**src/rtl/tomasulo_pkg.sv**
```systemverilog
// Shared Tomasulo core definitions: widths, ready label, station classes, opcodes.
package tomasulo_pkg;
  localparam int LABEL_W    = 4;
  localparam int DATA_W     = 32;
  localparam int REG_ADDR_W = 5;

  // A zero label marks an operand whose value is already available.
  localparam logic [LABEL_W-1:0] LABEL_READY = '0;

  // Reservation-station class encodings.
  localparam int CLASS_ALU = 0;
  localparam int CLASS_MEM = 1;

  // selALU opcodes.
  localparam logic [5:0] SEL_ADD = 6'd0;
  localparam logic [5:0] SEL_SUB = 6'd1;
  localparam logic [5:0] SEL_LW  = 6'd8;
  localparam logic [5:0] SEL_SW  = 6'd9;

  // Class select width; a single class still needs one bit.
  function automatic int cls_width(input int n);
    return (n > 1) ? $clog2(n) : 1;
  endfunction
endpackage

```
**src/rtl/operand_bypass.sv**
```systemverilog
// Forms one source operand from the status-file read plus same-cycle CDB bypass.
module operand_bypass #(
  parameter int LABEL_W = tomasulo_pkg::LABEL_W,
  parameter int DATA_W  = tomasulo_pkg::DATA_W
) (
  input  logic [tomasulo_pkg::REG_ADDR_W-1:0] addr,
  input  logic [LABEL_W-1:0]                  label_in,
  input  logic [DATA_W-1:0]                   data_in,
  input  logic                                cdb_valid,
  input  logic [LABEL_W-1:0]                  cdb_label,
  input  logic [DATA_W-1:0]                   cdb_value,
  output logic [LABEL_W-1:0]                  label,
  output logic [DATA_W-1:0]                   value
);
  import tomasulo_pkg::*;

  localparam logic [LABEL_W-1:0] READY = LABEL_W'(LABEL_READY);

  // r0 reads as ready zero; a pending tag matching the broadcast resolves this cycle.
  always_comb begin
    label = label_in;
    value = data_in;
    if (addr == '0) begin
      label = READY;
      value = '0;
    end else if (label_in != READY && cdb_valid && cdb_label == label_in) begin
      label = READY;
      value = cdb_value;
    end
  end
endmodule

```
**src/rtl/issue_queue.sv**
```systemverilog
// In-order issue stage: FIFO of decoded instructions, head operand read with
// CDB bypass, one-hot dispatch to a station class and destination rename on fire.
module issue_queue #(
  parameter int DEPTH     = 4,
  parameter int NUM_CLASS = 2,
  parameter int LABEL_W   = tomasulo_pkg::LABEL_W,
  parameter int DATA_W    = tomasulo_pkg::DATA_W,
  localparam int CLS_W    = tomasulo_pkg::cls_width(NUM_CLASS),
  localparam int RA_W     = tomasulo_pkg::REG_ADDR_W
) (
  input  logic                         clk,
  input  logic                         rst,
  input  logic                         flush,
  input  logic                         in_valid,
  output logic                         in_ready,
  input  logic [CLS_W-1:0]             in_class,
  input  logic [5:0]                   in_selALU,
  input  logic [RA_W-1:0]              in_rs,
  input  logic [RA_W-1:0]              in_rt,
  input  logic [RA_W-1:0]              in_target,
  input  logic                         in_wb,
  input  logic [DATA_W-1:0]            in_imm,
  output logic [RA_W-1:0]              readAddr1,
  output logic [RA_W-1:0]              readAddr2,
  input  logic [LABEL_W-1:0]           labelIn1,
  input  logic [LABEL_W-1:0]           labelIn2,
  input  logic [DATA_W-1:0]            dataIn1,
  input  logic [DATA_W-1:0]            dataIn2,
  input  logic                         cdb_valid,
  input  logic [LABEL_W-1:0]           cdb_label,
  input  logic [DATA_W-1:0]            cdb_value,
  output logic [NUM_CLASS-1:0]         disp_valid,
  input  logic [NUM_CLASS-1:0]         disp_ready,
  input  logic [NUM_CLASS*LABEL_W-1:0] disp_tag,
  output logic [5:0]                   selALU,
  output logic [LABEL_W-1:0]           label1,
  output logic [LABEL_W-1:0]           label2,
  output logic [DATA_W-1:0]            value1,
  output logic [DATA_W-1:0]            value2,
  output logic [RA_W-1:0]              target,
  output logic [DATA_W-1:0]            Imm,
  output logic                         rename_we,
  output logic [RA_W-1:0]              rename_addr,
  output logic [LABEL_W-1:0]           rename_label
);
  import tomasulo_pkg::*;

  localparam int PTR_W = (DEPTH > 1) ? $clog2(DEPTH) : 1;
  localparam int CNT_W = PTR_W + 1;

  typedef struct packed {
    logic [CLS_W-1:0]  cls;
    logic [5:0]        sel;
    logic [RA_W-1:0]   rs;
    logic [RA_W-1:0]   rt;
    logic [RA_W-1:0]   target;
    logic              wb;
    logic [DATA_W-1:0] imm;
  } entry_t;

  entry_t            mem [DEPTH];
  entry_t            head;
  logic [PTR_W-1:0]  wr_ptr, rd_ptr;
  logic [CNT_W-1:0]  count;
  logic              empty, full, push, fire;
  logic [LABEL_W-1:0] head_tag;

  logic [1:0][RA_W-1:0]    src_addr;
  logic [1:0][LABEL_W-1:0] src_label_in, src_label;
  logic [1:0][DATA_W-1:0]  src_data_in, src_value;

  assign empty    = (count == '0);
  assign full     = (count == CNT_W'(DEPTH));
  assign in_ready = !full;
  assign push     = in_valid && !full && !flush;

  // Head is masked to zero while empty so every payload output idles at 0.
  assign head = empty ? '0 : mem[rd_ptr];

  // One-hot dispatch on the head's class; an out-of-range class matches nothing and stalls.
  always_comb begin
    disp_valid = '0;
    head_tag   = '0;
    for (int c = 0; c < NUM_CLASS; c++) begin
      if (head.cls == CLS_W'(c)) begin
        disp_valid[c] = !empty && !flush;
        head_tag      = disp_tag[c*LABEL_W +: LABEL_W];
      end
    end
  end

  assign fire = |(disp_valid & disp_ready);

  assign readAddr1 = head.rs;
  assign readAddr2 = head.rt;
  assign selALU    = head.sel;
  assign target    = head.target;
  assign Imm       = head.imm;

  // Destination takes the accepting station's tag; r0 is never renamed.
  assign rename_we    = fire && head.wb && (head.target != '0);
  assign rename_addr  = rename_we ? head.target : '0;
  assign rename_label = rename_we ? head_tag : '0;

  assign src_addr     = {head.rt, head.rs};
  assign src_label_in = {labelIn2, labelIn1};
  assign src_data_in  = {dataIn2, dataIn1};

  for (genvar i = 0; i < 2; i++) begin : g_src
    operand_bypass #(.LABEL_W(LABEL_W), .DATA_W(DATA_W)) u_byp (
      .addr      (src_addr[i]),
      .label_in  (src_label_in[i]),
      .data_in   (src_data_in[i]),
      .cdb_valid (cdb_valid),
      .cdb_label (cdb_label),
      .cdb_value (cdb_value),
      .label     (src_label[i]),
      .value     (src_value[i])
    );
  end

  assign label1 = src_label[0];
  assign label2 = src_label[1];
  assign value1 = src_value[0];
  assign value2 = src_value[1];

  // Pointer and occupancy bookkeeping; reset and flush both empty the queue.
  always_ff @(posedge clk or posedge rst) begin
    if (rst) begin
      wr_ptr <= '0;
      rd_ptr <= '0;
      count  <= '0;
    end else if (flush) begin
      wr_ptr <= '0;
      rd_ptr <= '0;
      count  <= '0;
    end else begin
      if (push) wr_ptr <= wr_ptr + PTR_W'(1);
      if (fire) rd_ptr <= rd_ptr + PTR_W'(1);
      case ({push, fire})
        2'b10:   count <= count + CNT_W'(1);
        2'b01:   count <= count - CNT_W'(1);
        default: ;
      endcase
    end
  end

  // Entry storage; left unreset because the head is masked while empty.
  always_ff @(posedge clk) begin
    if (push)
      mem[wr_ptr] <= '{cls: in_class, sel: in_selALU, rs: in_rs, rt: in_rt,
                       target: in_target, wb: in_wb, imm: in_imm};
  end
endmodule
```
**config.mk**
```make
export PLATFORM = sky130hd
export DESIGN_NAME = issue_queue
export DESIGN_NICKNAME = d
export VERILOG_FILES = /design/src/rtl/tomasulo_pkg.sv /design/src/rtl/operand_bypass.sv /design/src/rtl/issue_queue.sv
export SDC_FILE = /design/constraint.sdc
export NUM_CORES = 1
export LEC_CHECK = 0
export ABC_AREA = 1
export ABC_CLOCK_PERIOD_IN_PS = 7000
export BUFFER_PORTS_ARGS = -buffer_cell sky130_fd_sc_hd__buf_2
export CAP_MARGIN = 15
export CORE_MARGIN = 1.5
export CORE_UTILIZATION = 40
export DETAILED_ROUTE_END_ITERATION = 16
export SKIP_CTS_REPAIR_TIMING = 1
export SYNTH_ARGS = -nofsm -noshare
export SYNTH_HDL_FRONTEND = slang
export SYNTH_HIERARCHICAL = 1
export SYNTH_SLANG_ARGS = --single-unit
```
**constraint.sdc**
```tcl
create_clock -name clk -period 7 [get_ports clk]
set_input_delay 0.35 -clock clk [delete_from_list [all_inputs] [get_ports clk]]
set_output_delay 0.35 -clock clk [all_outputs]
set_load 0.05 [all_outputs]
```
Word level (Yosys, flattened, before mapping)
Memory sizes are Yosys's and may differ from the RTL's.
Cells that the tools add are included.

word-level totals
  input port bits = 178
  flip-flop bits (word level) = 7
  logic and storage cells = 58
  RAM bits = 220
  memories = 1
  output and inout port bits = 138

memory list
  memory  words  bits a word  rd ports  clocked after memory_dff  write ports  line               RTL
  mem     4      55           1         0                         1            issue_queue.sv:61  entry_t mem [DEPTH];

cells by class
  $add $sub $neg = 4
  multiplexer cells = 22
  reduce and logical (&&, ||, !) cells = 22
  bitwise logic cells = 1
  eq/ne operators = 5

operators with widths
  cell                   count
  $mux W32               4
  $mux W55               1
  $mux W4                6
  $logic_not A5 Y1       2
  $logic_and A1 B1 Y1    9
  $eq A4 B4 Y1           2
  $mux W2                4
  $reduce_bool A4 Y1     2
  $pmux W3 S2            1
  $mux W5                1
  $reduce_bool A5 Y1     1
  $add A2 B1 Y2 const B  2
  $mux W1                4
  $reduce_bool A2 Y1     2
  $add A3 B1 Y3 const B  1
  $eq A3 B3 Y1 const B   1
  $logic_not A1 Y1       3
  $logic_not A3 Y1       1
  $mux W3                1
  $reduce_bool A3 Y1     1
  $sub A3 B1 Y3 const B  1
  $and A2 B2 Y2          1
  $eq A2 B1 Y1 const B   1
  $eq A2 B2 Y1 const B   1
  $reduce_or A2 Y1       1

Depth between registers and ports, before layout
Gate-level depths: netlist (run 1).

  word-level depth = 9
  gate-level depth with buffers = 17
  gate-level depth less buffers = 16

Modules after synthesis
The synthesis (run 1) kept the hierarchy.

by module, submodules not included
  module          seq. area each (µm²)  times used  cells each  area each (µm²)
  issue_queue     6781.5                1           764         9220.1
  operand_bypass  0.0                   2           206         854.6

Worst setup path after synthesis (run 1)
No wires, ideal clock.

  path kind = register to register
  start = register count[0]
  end = memory mem[0][0] (netlist bit) (enable)
  required time = 6.532 ns
  buffers on the path = 0
  slack = 2.950 ns
  stages on the path, launching flop included = 7
  period minus slack after synthesis = 4.050 ns
  data arrival time = 3.582 ns
  setup time = 0.468 ns
  cell sequence = dfrtp_1 nor2_1 nand2_1 nand2_1 nor2_1 inv_2 nor2_1

between the ends
  longest elaborated chain between the ends = 6

ends and longest elaborated chain
  item                               line                RTL
  from (decl)                        issue_queue.sv:64   logic [CNT_W-1:0] count;
  from (signal assigned)             issue_queue.sv:141  2'b10: count <= count + CNT_W'(1);
  from (signal assigned)             issue_queue.sv:142  2'b01: count <= count - CNT_W'(1);
  $eq A3 B3 Y1                       issue_queue.sv:73   assign full = (count == CNT_W'(DEPTH));
  $logic_not A1 Y1                   n/a
  named net in_ready                 issue_queue.sv:15   output logic in_ready,
  $logic_and A1 B1 Y1 (2 in series)  issue_queue.sv:75   assign push = in_valid && !full && !flush;
  $mux W1                            issue_queue.sv:150  if (push)
  $mux W1 (implied by the code)      issue_queue.sv:151  mem[wr_ptr] <= '{cls: in_class, sel: in_selALU, rs: in_rs, rt: in_rt,
  to (decl)                          issue_queue.sv:61

The timed path passes the listed nets, and every way through them passes these cells.

Final worst setup path (run 1)
  start = register rd_ptr[0]
  end = output port rename_addr[3]

between the ends
  longest elaborated chain between the ends = 8
  elaborated cells between the ends (all ways) = 10
  classes of those cells = mux (4); bitwise (1); reduce/logical (4); memory (1)

ends and longest elaborated chain
  item                               line                RTL
  from (decl)                        issue_queue.sv:63   logic [PTR_W-1:0] wr_ptr, rd_ptr;
  from (signal assigned)             issue_queue.sv:139  if (fire) rd_ptr <= rd_ptr + PTR_W'(1);
  $mem_v2 Z4 W55 *                   n/a
  $mux W55 *                         issue_queue.sv:78   assign head = empty ? '0 : mem[rd_ptr];
  $mux W1                            issue_queue.sv:85   if (head.cls == CLS_W'(c)) begin
  $and A2 B2 Y2                      issue_queue.sv:92   assign fire = |(disp_valid & disp_ready);
  $reduce_or A2 Y1                   issue_queue.sv:92
  $logic_and A1 B1 Y1 (2 in series)  issue_queue.sv:101  assign rename_we = fire && head.wb && (head.target != '0);
  $mux W5 *                          issue_queue.sv:102  assign rename_addr = rename_we ? head.target : '0;
  to (decl)                          issue_queue.sv:43   output logic [RA_W-1:0] rename_addr,

Mark *: on every way between the ends. The rest lies on a longest branch, timed or not.

==> flow_metrics.py, run 1 <==
metrics = {
    "yosys": {
        "postSynthCellCount": 1176,
        "number_of_enable_type_register_cells_in_the_synthesized_netlist": 220,
        "asyncSetResetFlopFracSynth_pct": 3.08,
        "yosysTopAreaCell": "sky130_fd_sc_hd__edfxtp_1",
        "flops_latches_synth": 227,
        "synth_area_mm2": 0.0109,
        "synth_fp_nets": 1359,
        "synth_seq_area_share_pct": 62.0,
        "synth.avg_cell_area_um2": 9.29,
        "netlist_top_cells_area": "sky130_fd_sc_hd__edfxtp_1 60%, sky130_fd_sc_hd__nor2_1 11%, sky130_fd_sc_hd__nand2_1 7.0%",
        "netlist.area_leader.share_pct": 60.4,
        "dominantRegCellSynth": "sky130_fd_sc_hd__edfxtp_1",
        "synth.distinct_cells": 29,
        "yosys_warnings": 6,
        "synth.top_cells.by_count": "324 x sky130_fd_sc_hd__nor2_1, 220 x sky130_fd_sc_hd__edfxtp_1, 204 x sky130_fd_sc_hd__nand2_1, 105 x sky130_fd_sc_hd__inv_1, 105 x sky130_fd_sc_hd__o21ai_0",
        "synthMostInstantiatedCell": "sky130_fd_sc_hd__nor2_1",
    },
    "sta": {
        "fin_crit_ps": 4320,
        "final_min_period_over_clock_period_pct": 61.7,
        "final.setup_skew_ps": 5.44,
        "fin_setup_tns_ps": 0,
        "final_hold_fails": 0,
        "max_freq_mhz": 232,
        "worst_pin_slew_ps": 839,
        "setup_violations": 0,
        "relSlewSlack_pct": 44.0,
        "rsz0062_at_grt": "no",
        "timing.final.max_slew_violations": 0,
        "postLayoutSetupSlackWorst_ps": 2680,
    },
    "drt": {
        "via_count": 8787,
        "drcViolationCount": 0,
        "post_drt_wl_per_cell_um": 16.7,
        "top_layer": "met5",
        "dr.first_iter.drc_count": 473,
        "drtPass1Iterations": 5,
        "routed_wirelength_mm": 30.7,
        "met1_length_mm": 12.2,
        "wl_met3_mm": 2.07,
        "post_drt_via_cell_ratio": 4.79,
        "route.antenna.remaining_nets": 0,
        "route.met2.wl_mm": 15.1,
    },
    "grt": {
        "global_route.overflow_total": 0,
        "grt_pass1_wl_mm": 46.3,
        "maximum_number_of_pins_on_one_net_before_global_route_repair": 77,
        "grt_pass1_vias": 8373,
        "grt_util_all_layers_pct": 21.2,
        "grt_antenna_before_repair": 9,
    },
    "floorplanning": {
        "fp.dieH_um": 168,
        "num_rows": 60,
        "io_pins": 316,
        "core_mm2": 0.0269,
        "start_util_pct": 40.7,
        "die-width_um": 168,
        "die_area_mm2": 0.0283,
    },
    "clock_network": {
        "ctsRootBufferMaster": "sky130_fd_sc_hd__clkbuf_16",
        "cts_buffers": 24,
        "clk-insertion-delay-late_ps": 510,
        "number_of_h_tree_levels": 1,
        "worst_setup_hold_path_clk_slew_ps": 60,
        "tritoncts_clock_tree": "yes",
        "cts.sinks": 227,
        "clk_path_buf_depth": 3,
    },
    "critical_path": {
        "cp-end-kind": "output port",
        "worstSetupStartpointType": "flop",
        "criticalPathCategory": "flop to output port",
        "r2r.worst_path.cells": 17,
        "cp.buffers_inverters": 3,
        "cp_slowest_cell": "sky130_fd_sc_hd__dfrtp_4",
        "critical-path-top-delay-family": "buffers and inverters",
        "timing.critical_path.cells": "clkinv_2, buf_4, nand2_1, nand3_1, nand2_4, nand3_4, nand2_4, nand2_1, o21bai_4, nor2_2, buf_2",
        "cp_slowest_stage_delay_ps": 810,
        "worst-path-max-fanout": 76,
        "crit_required_ps": 6650,
        "worst_path_depth": 11,
        "timing.critical_path.arrival_ps": 3970,
    },
    "job": {
        "max_cap_viol_count": 0,
    },
    "layout": {
        "final-instance-count-excl-fill": 1834,
        "drive_above_1_share_pct": 29.3,
        "fin_nets": 1652,
        "area_growth_pct": 23.7,
        "final_instance_area_mm2": 0.0135,
    },
    "placed_design": {
        "hpwlAfterDp_mm": 20.8,
        "numPortBuffers": 315,
        "preCtsSetupSlack_ps": 3230,
        "dp.cells": 1783,
        "final_wtd_congestion": 0.847,
        "detailed_place.area_mm2": 0.0127,
    },
    "power": {
        "powerDensity_mw_per_mm2": 338,
        "irDropWorstVdd_uv": 266,
        "power.static_leakage_uw": 0.00625,
    },
    "min_path": {
        "hold_path.class": "input pin to flop",
        "whs_path_depth": 1,
    },
    "outcome": {
        "outcome": "completed",
    },
}
==> metrics by stage <==
| stage | total power, µW | hold slack, ps | util (%) |
|---|---|---|---|
| finish | 4570 | 48.5 | 50.3 |
| global route | 4770 | 37.7 | 50.3 |
| CTS | 4600 | -239 | 50.2 |
| detailed placement | 3380 | 305 | 47.4 |
| global placement | 3380 | 308 | 47.4 |
| floorplan | 2920 | 153 | - |
==> power breakdown <==
group	switching, µW	internal (µW)
Clock	506	712
Combinational	1430	359
Sequential	25.7	1540
Total	1960	2610
==> final timing paths <==
| check | from | endpoint | slack [ps] |
|---|---|---|---|
| max | rd_ptr[0] | rename_addr[3] | 2680 |
| min | in_imm[12] | mem[3][12] | 50 |
| max reg2reg | rd_ptr[0] | count[2] | 3330 |
| min reg2reg | count[1] | count[1] | 550 |
| max in group asynchronous | rst | rd_ptr[0] | 6410 |
| min in group asynchronous | rst | count[0] | 340 |
==> cell type report <==
type,instances,area (µm²)
fill,2562,13400
sequential,227,6790
multi-input combinational,771,3400
timing repair buffer,329,1680
clock buffer,31,668
inverter,116,437
tap,341,427
clock inverter,13,100
antenna,6,15.0
==> placed cells by master (no fill, tap or decap), types with 2 or more instances in the layout <==
cell type	count
sky130_fd_sc_hd__nor2_1	320
sky130_fd_sc_hd__o21ai_0	105
sky130_fd_sc_hd__and3_1	2
sky130_fd_sc_hd__dfrtp_1	5
sky130_fd_sc_hd__nand2_1	204
sky130_fd_sc_hd__inv_2	10
sky130_fd_sc_hd__nand2_4	2
sky130_fd_sc_hd__clkinv_4	3
sky130_fd_sc_hd__nand3_1	10
sky130_fd_sc_hd__clkbuf_8	2
sky130_fd_sc_hd__clkbuf_16	25
sky130_fd_sc_hd__nor3_1	2
sky130_fd_sc_hd__buf_2	315
sky130_fd_sc_hd__o22ai_1	3
sky130_fd_sc_hd__diode_2	6
sky130_fd_sc_hd__clkbuf_1	4
sky130_fd_sc_hd__edfxtp_1	220
sky130_fd_sc_hd__a21oi_1	52
sky130_fd_sc_hd__inv_1	105
sky130_fd_sc_hd__o21ai_1	11
sky130_fd_sc_hd__buf_4	13
sky130_fd_sc_hd__nand3_2	5
sky130_fd_sc_hd__clkinv_2	9
sky130_fd_sc_hd__ha_1	4
sky130_fd_sc_hd__nor2_2	41
sky130_fd_sc_hd__nor2_4	4
==> sequential cells by signal, summed over array words and instances, names as in the netlist <==
name	cells
mem	220
count	3
rd_ptr	2
wr_ptr	2
==> layer usage <==
layer,GRT usage [%],vias up
met5,0,-
met4,9.28,6
met3,5.24,66
met2,37.5,266
met1,24.3,4051
li1,-,4398
==> worst register-to-register path, delay by kind of cell (launching register included) <==
kind                       cells  cell delay, ps
DFF                            1             810
buffers and inverters          4            1220
and+or+nand+nor               11             940
xor gates and xnor gates       1             200
adders and majority gates      1             380
==> kinds of logic (layout without fill, tap and decap cells) <==
kind of cell	after synthesis	after routing	synth area share [%]
xor gates and xnor gates	1	1	0.0802
and+or+nand+nor	592	592	22.0
AOI/OAI and AO/OA	173	173	8.12
buffers and inverters	178	489	7.09
DFF	227	227	62.0
other	0	6	0
adders and majority gates	5	5	0.641
Note: power is estimated with default switching activity, not from simulation.
==> run 2, diff against run 1 <==
- ABC_AREA: 1 -> 0
- ABC_CLOCK_PERIOD_IN_PS: 7000 -> 3680
- PLACE_DENSITY: unset -> 0.67
- clock period: 7 -> 3.68 ns (I/O delays scaled with it)
==> flow_metrics.py, run 2 <==
metrics = {
    "outcome": {
        "outcome": "completed",
    },
    "yosys": {
        "synth_seq_area_share_pct": 64.3,
        "dominantRegCellSynth": "sky130_fd_sc_hd__edfxtp_1",
        "asyncSetResetFlopFracSynth_pct": 3.08,
        "number_of_enable_type_register_cells_in_the_synthesized_netlist": 220,
        "netlist.area_leader.share_pct": 62.7,
        "synth.top_cells.by_count": "220 x sky130_fd_sc_hd__edfxtp_1, 135 x sky130_fd_sc_hd__nand2_1, 69 x sky130_fd_sc_hd__mux2i_1, 55 x sky130_fd_sc_hd__mux4_2, 51 x sky130_fd_sc_hd__nor2b_1",
        "postSynthCellCount": 682,
        "yosysTopAreaCell": "sky130_fd_sc_hd__edfxtp_1",
        "synthMostInstantiatedCell": "sky130_fd_sc_hd__edfxtp_1",
        "synth.distinct_cells": 41,
        "netlist_top_cells_area": "sky130_fd_sc_hd__edfxtp_1 63%, sky130_fd_sc_hd__mux4_2 12%, sky130_fd_sc_hd__mux2i_1 6.6%",
        "flops_latches_synth": 227,
        "synth_area_mm2": 0.0105,
        "synth_fp_nets": 865,
        "synth.avg_cell_area_um2": 15.5,
        "yosys_warnings": 6,
    },
    "power": {
        "irDropWorstVdd_uv": 737,
        "powerDensity_mw_per_mm2": 718,
        "power.static_leakage_uw": 0.00542,
    },
    "floorplanning": {
        "num_rows": 59,
        "die_area_mm2": 0.0273,
        "fp.dieH_um": 165,
        "start_util_pct": 40.6,
        "die-width_um": 165,
        "io_pins": 316,
        "core_mm2": 0.0260,
    },
    "sta": {
        "setup_violations": 0,
        "timing.final.max_slew_violations": 0,
        "final_min_period_over_clock_period_pct": 92.2,
        "rsz0062_at_grt": "no",
        "max_freq_mhz": 295,
        "relSlewSlack_pct": 51.6,
        "final.setup_skew_ps": 15.8,
        "hold-worst-slack_ps": 36.4,
        "fin_crit_ps": 3390,
        "worst_pin_slew_ps": 726,
        "final_hold_fails": 0,
        "fin_setup_tns_ps": 0,
    },
    "drt": {
        "dr.first_iter.drc_count": 314,
        "drtPass1Iterations": 4,
        "drcViolationCount": 0,
        "post_drt_wl_per_cell_um": 18.3,
        "routed_wirelength_mm": 25.8,
        "post_drt_via_cell_ratio": 4.93,
        "via_count": 6944,
        "route.antenna.remaining_nets": 0,
    },
    "clock_network": {
        "ctsRootBufferMaster": "sky130_fd_sc_hd__clkbuf_16",
        "worst_setup_hold_path_clk_slew_ps": 60,
        "number_of_h_tree_levels": 1,
        "cts.sinks": 227,
        "clk-insertion-delay-late_ps": 510,
        "clk_path_buf_depth": 3,
        "cts_buffers": 23,
        "tritoncts_clock_tree": "yes",
    },
    "grt": {
        "grt_pass1_wl_mm": 35.9,
        "global_route.overflow_total": 0,
        "grt_util_all_layers_pct": 17.5,
        "grt_pass1_vias": 6424,
        "grt_antenna_before_repair": 2,
        "maximum_number_of_pins_on_one_net_before_global_route_repair": 50,
    },
    "critical_path": {
        "cp-end-kind": "output port",
        "worst-path-max-fanout": 49,
        "timing.critical_path.arrival_ps": 3210,
        "critical-path-top-delay-family": "simple AND/OR/NAND/NOR gates",
        "cp_slowest_cell": "sky130_fd_sc_hd__dfrtp_4",
        "timing.critical_path.cells": "mux4_2, nor2b_1, nor3_1, nand2_2, buf_4, and3b_2, buf_2",
        "criticalPathCategory": "flop to output port",
        "cp_slowest_stage_delay_ps": 650,
        "cp.buffers_inverters": 2,
        "worstSetupStartpointType": "flop",
        "crit_required_ps": 3500,
    },
    "layout": {
        "largestRegisters": "mem x220, count x3",
        "drive_above_1_share_pct": 45.3,
        "number_of_flip_flops_in_the_largest_register": 220,
        "mostFrequentLayoutCell": "sky130_fd_sc_hd__buf_2",
        "most-common-layout-cells": "315 x sky130_fd_sc_hd__buf_2, 220 x sky130_fd_sc_hd__edfxtp_1, 133 x sky130_fd_sc_hd__nand2_1",
        "fin_nets": 1237,
        "largest_register": "mem",
        "area_growth_pct": 31.7,
        "nFillCells": 2206,
    },
    "placed_design": {
        "final_wtd_congestion": 0.789,
        "numPortBuffers": 315,
        "hpwlAfterDp_mm": 17.7,
    },
    "job": {
        "max_cap_viol_count": 0,
    },
    "min_path": {
        "hold_path.class": "input pin to flop",
    },
}
## run 2: path summary, 6_finish.rpt
path,endpoint,from,slack [ps],cells past startpoint
setup / recovery,label1[1],rd_ptr[0],290,7
hold / removal,count[0],in_valid,40,3
setup reg to reg,count[2],rd_ptr[0],720,7
hold reg to reg,wr_ptr[1],wr_ptr[1],590,2
max in group asynchronous,rd_ptr[0],rst,3250,3
min in group asynchronous,count[2],rst,170,3
## run 2: kinds of logic after synthesis
kind of cell | count (synthesis) | synth area share (%)
AOI/OAI and AO/OA | 13 | 0.866
xor gates and xnor gates | 7 | 0.582
adders and majority gates | 5 | 0.665
buffers and inverters | 52 | 3.28
DFF | 227 | 64.3
muxes | 127 | 18.7
and+or+nand+nor | 251 | 11.5
## run 2: cell type report
cell class	count	area [µm²]	share of cell area (%)
clock buffers	30	602	4.34
clock inverters	12	100	0.721
diodes	2	5.00	0.0361
inverters	7	26.3	0.189
well taps	335	419	3.02
repair buffers	392	2360	17.0
flip-flops and latches	227	6790	48.9
multi-input cells	403	3580	25.8
## run 2: metal layers
| metal | track usage, % | vias up | share of wire (%) |
|---|---|---|---|
| met5 | 0 | - | 0 |
| met1 | 20.0 | 3382 | 38 |
| met4 | 4.02 | 0 | 2.2 |
| met2 | 31.9 | 223 | 53 |
| met3 | 5.49 | 32 | 7.0 |
| li1 | - | 3307 | - |
## run 2: power by group
part / internal, µW / switching, µW
logic: 1230 / 3530
clock network: 1230 / 929
registers: 2970 / 64.9
total: 5440 / 4520
## run 2: worst min-delay path, cell delays in order
cell and delay (ps):
sky130_fd_sc_hd__buf_2 130, sky130_fd_sc_hd__nand4b_1 80, sky130_fd_sc_hd__nand4_1 90
## run 2: metrics by stage
stage	utilization [%]	instances	setup slack [ps]	instance area (µm²)	total power (µW)
2_1_floorplan	-	682	17.3	10700	6750
3_3_place_gp	48.4	1306	587	12600	7790
3_5_place_dp	48.4	1306	543	12600	7820
4_1_cts	51.1	1348	53.4	13300	9990
5_1_grt	53.4	1407	108	13900	10500
6_report	53.4	1408	285	13900	9960
==> run 3, diff against run 2 <==
- RECOVER_POWER: unset -> 25
==> flow_metrics.py, run 3 (synthesis results as in run 2) <==
metrics = {
    "critical_path": {
        "cp-end-kind": "output port",
        "crit_required_ps": 3500,
        "worstSetupStartpointType": "flop",
        "worst-path-max-fanout": 49,
        "criticalPathCategory": "flop to output port",
        "timing.critical_path.arrival_ps": 3210,
    },
    "min_path": {
        "hold_path.class": "input pin to flop",
    },
    "grt": {
        "grt_antenna_before_repair": 2,
        "global_route.overflow_total": 0,
        "grt_util_all_layers_pct": 17.5,
        "grt_pass1_vias": 6424,
        "maximum_number_of_pins_on_one_net_before_global_route_repair": 50,
        "grt_pass1_wl_mm": 35.9,
    },
    "placed_design": {
        "hpwlAfterDp_mm": 17.7,
        "detailed_place.area_mm2": 0.0126,
        "numPortBuffers": 315,
        "dp.cells": 1306,
        "final_wtd_congestion": 0.789,
        "preCtsSetupSlack_ps": 543,
    },
    "layout": {
        "area_growth_pct": 31.2,
        "final_instance_area_mm2": 0.0138,
        "largest_register": "mem",
        "largestRegisters": "mem x220, count x3",
        "most-common-layout-cells": "277 x sky130_fd_sc_hd__buf_2, 220 x sky130_fd_sc_hd__edfxtp_1, 133 x sky130_fd_sc_hd__nand2_1",
        "drive_above_1_share_pct": 41.7,
        "fin_nets": 1237,
        "mostFrequentLayoutCell": "sky130_fd_sc_hd__buf_2",
        "final-instance-count-excl-fill": 1408,
        "number_of_flip_flops_in_the_largest_register": 220,
    },
    "floorplanning": {
        "start_util_pct": 40.6,
        "fp.dieH_um": 165,
        "die-width_um": 165,
        "io_pins": 316,
        "core_mm2": 0.0260,
        "die_area_mm2": 0.0273,
        "num_rows": 59,
    },
    "sta": {
        "fin_setup_tns_ps": 0,
        "fin_crit_ps": 3400,
        "final.setup_skew_ps": 14.3,
        "setup_violations": 0,
        "final_hold_fails": 0,
        "relSlewSlack_pct": 51.5,
        "timing.final.max_slew_violations": 0,
        "worst_pin_slew_ps": 727,
        "final_min_period_over_clock_period_pct": 92.3,
        "rsz0062_at_grt": "no",
        "postLayoutSetupSlackWorst_ps": 282,
        "max_freq_mhz": 294,
    },
    "clock_network": {
        "tritoncts_clock_tree": "yes",
        "clk_path_buf_depth": 3,
        "worst_setup_hold_path_clk_slew_ps": 60,
        "clk-insertion-delay-late_ps": 510,
        "number_of_h_tree_levels": 1,
        "cts.sinks": 227,
        "ctsRootBufferMaster": "sky130_fd_sc_hd__clkbuf_16",
        "cts_buffers": 23,
    },
    "drt": {
        "dr.first_iter.drc_count": 295,
        "route.antenna.remaining_nets": 0,
        "via_count": 6959,
        "routed_wirelength_mm": 25.8,
        "drcViolationCount": 0,
        "post_drt_via_cell_ratio": 4.94,
        "post_drt_wl_per_cell_um": 18.4,
        "drtPass1Iterations": 6,
    },
    "power": {
        "powerDensity_mw_per_mm2": 720,
        "irDropWorstVdd_uv": 739,
        "power.static_leakage_uw": 0.00531,
    },
    "job": {
        "max_cap_viol_count": 0,
    },
    "outcome": {
        "outcome": "completed",
    },
}
run 3: cell types whose count changed in the layout (fill, tap and decap cells not counted):
| cell | change |
|---|---|
| sky130_fd_sc_hd__clkbuf_1 | +38 |
| sky130_fd_sc_hd__buf_2 | -38 |
run 3: worst paths after layout:
kind,startpoint,to,slack [ps],cells past startpoint
max,rd_ptr[0],label1[1],280,7
min,in_valid,count[0],40,3
max reg2reg,rd_ptr[0],count[2],720,7
min reg2reg,wr_ptr[1],wr_ptr[1],590,2
max in group asynchronous,rst,rd_ptr[0],3260,3
min in group asynchronous,rst,count[2],160,3
run 3: per-stage QoR:
step                      total power, µW  hold WS (ps)  utilization (%)
after floorplan                      6750         -12.6                -
after global placement               7790           143             48.4
after detailed placement             7820           154             48.4
after CTS                            9990          -392             51.1
after global routing                10500          43.1             53.2
final                                9960          36.9             53.2
run 3: worst max-delay path: stages, from the launching register on:
cell                      delay (ps)
sky130_fd_sc_hd__dfrtp_4         650
sky130_fd_sc_hd__mux4_2          540
sky130_fd_sc_hd__nor2b_1         150
sky130_fd_sc_hd__nor3_1          240
sky130_fd_sc_hd__nand2_2         260
sky130_fd_sc_hd__buf_4           360
sky130_fd_sc_hd__and3b_2         280
sky130_fd_sc_hd__buf_2           210
run 3: power by group:
group          switching, µW  internal [µW]
clock                    930           1230
sequential              64.5           2970
combinational           3530           1220
run 3: layer usage:
metal	up-vias	wire length [µm]	track usage, %
met2	245	13500	31.9
met4	0	558	4.02
li1	3299	-	-
met3	32	1920	5.49
met1	3383	9850	20.0
met5	-	0	0
run 3: cell type report:
class,count,area [µm²]
tap,335,419
clock buffer,30,602
sequential,227,6790
inverter,7,26.3
fill,2232,12200
timing repair buffer,392,2310
multi-input combinational,403,3580
clock inverter,12,100
antenna,2,5.00
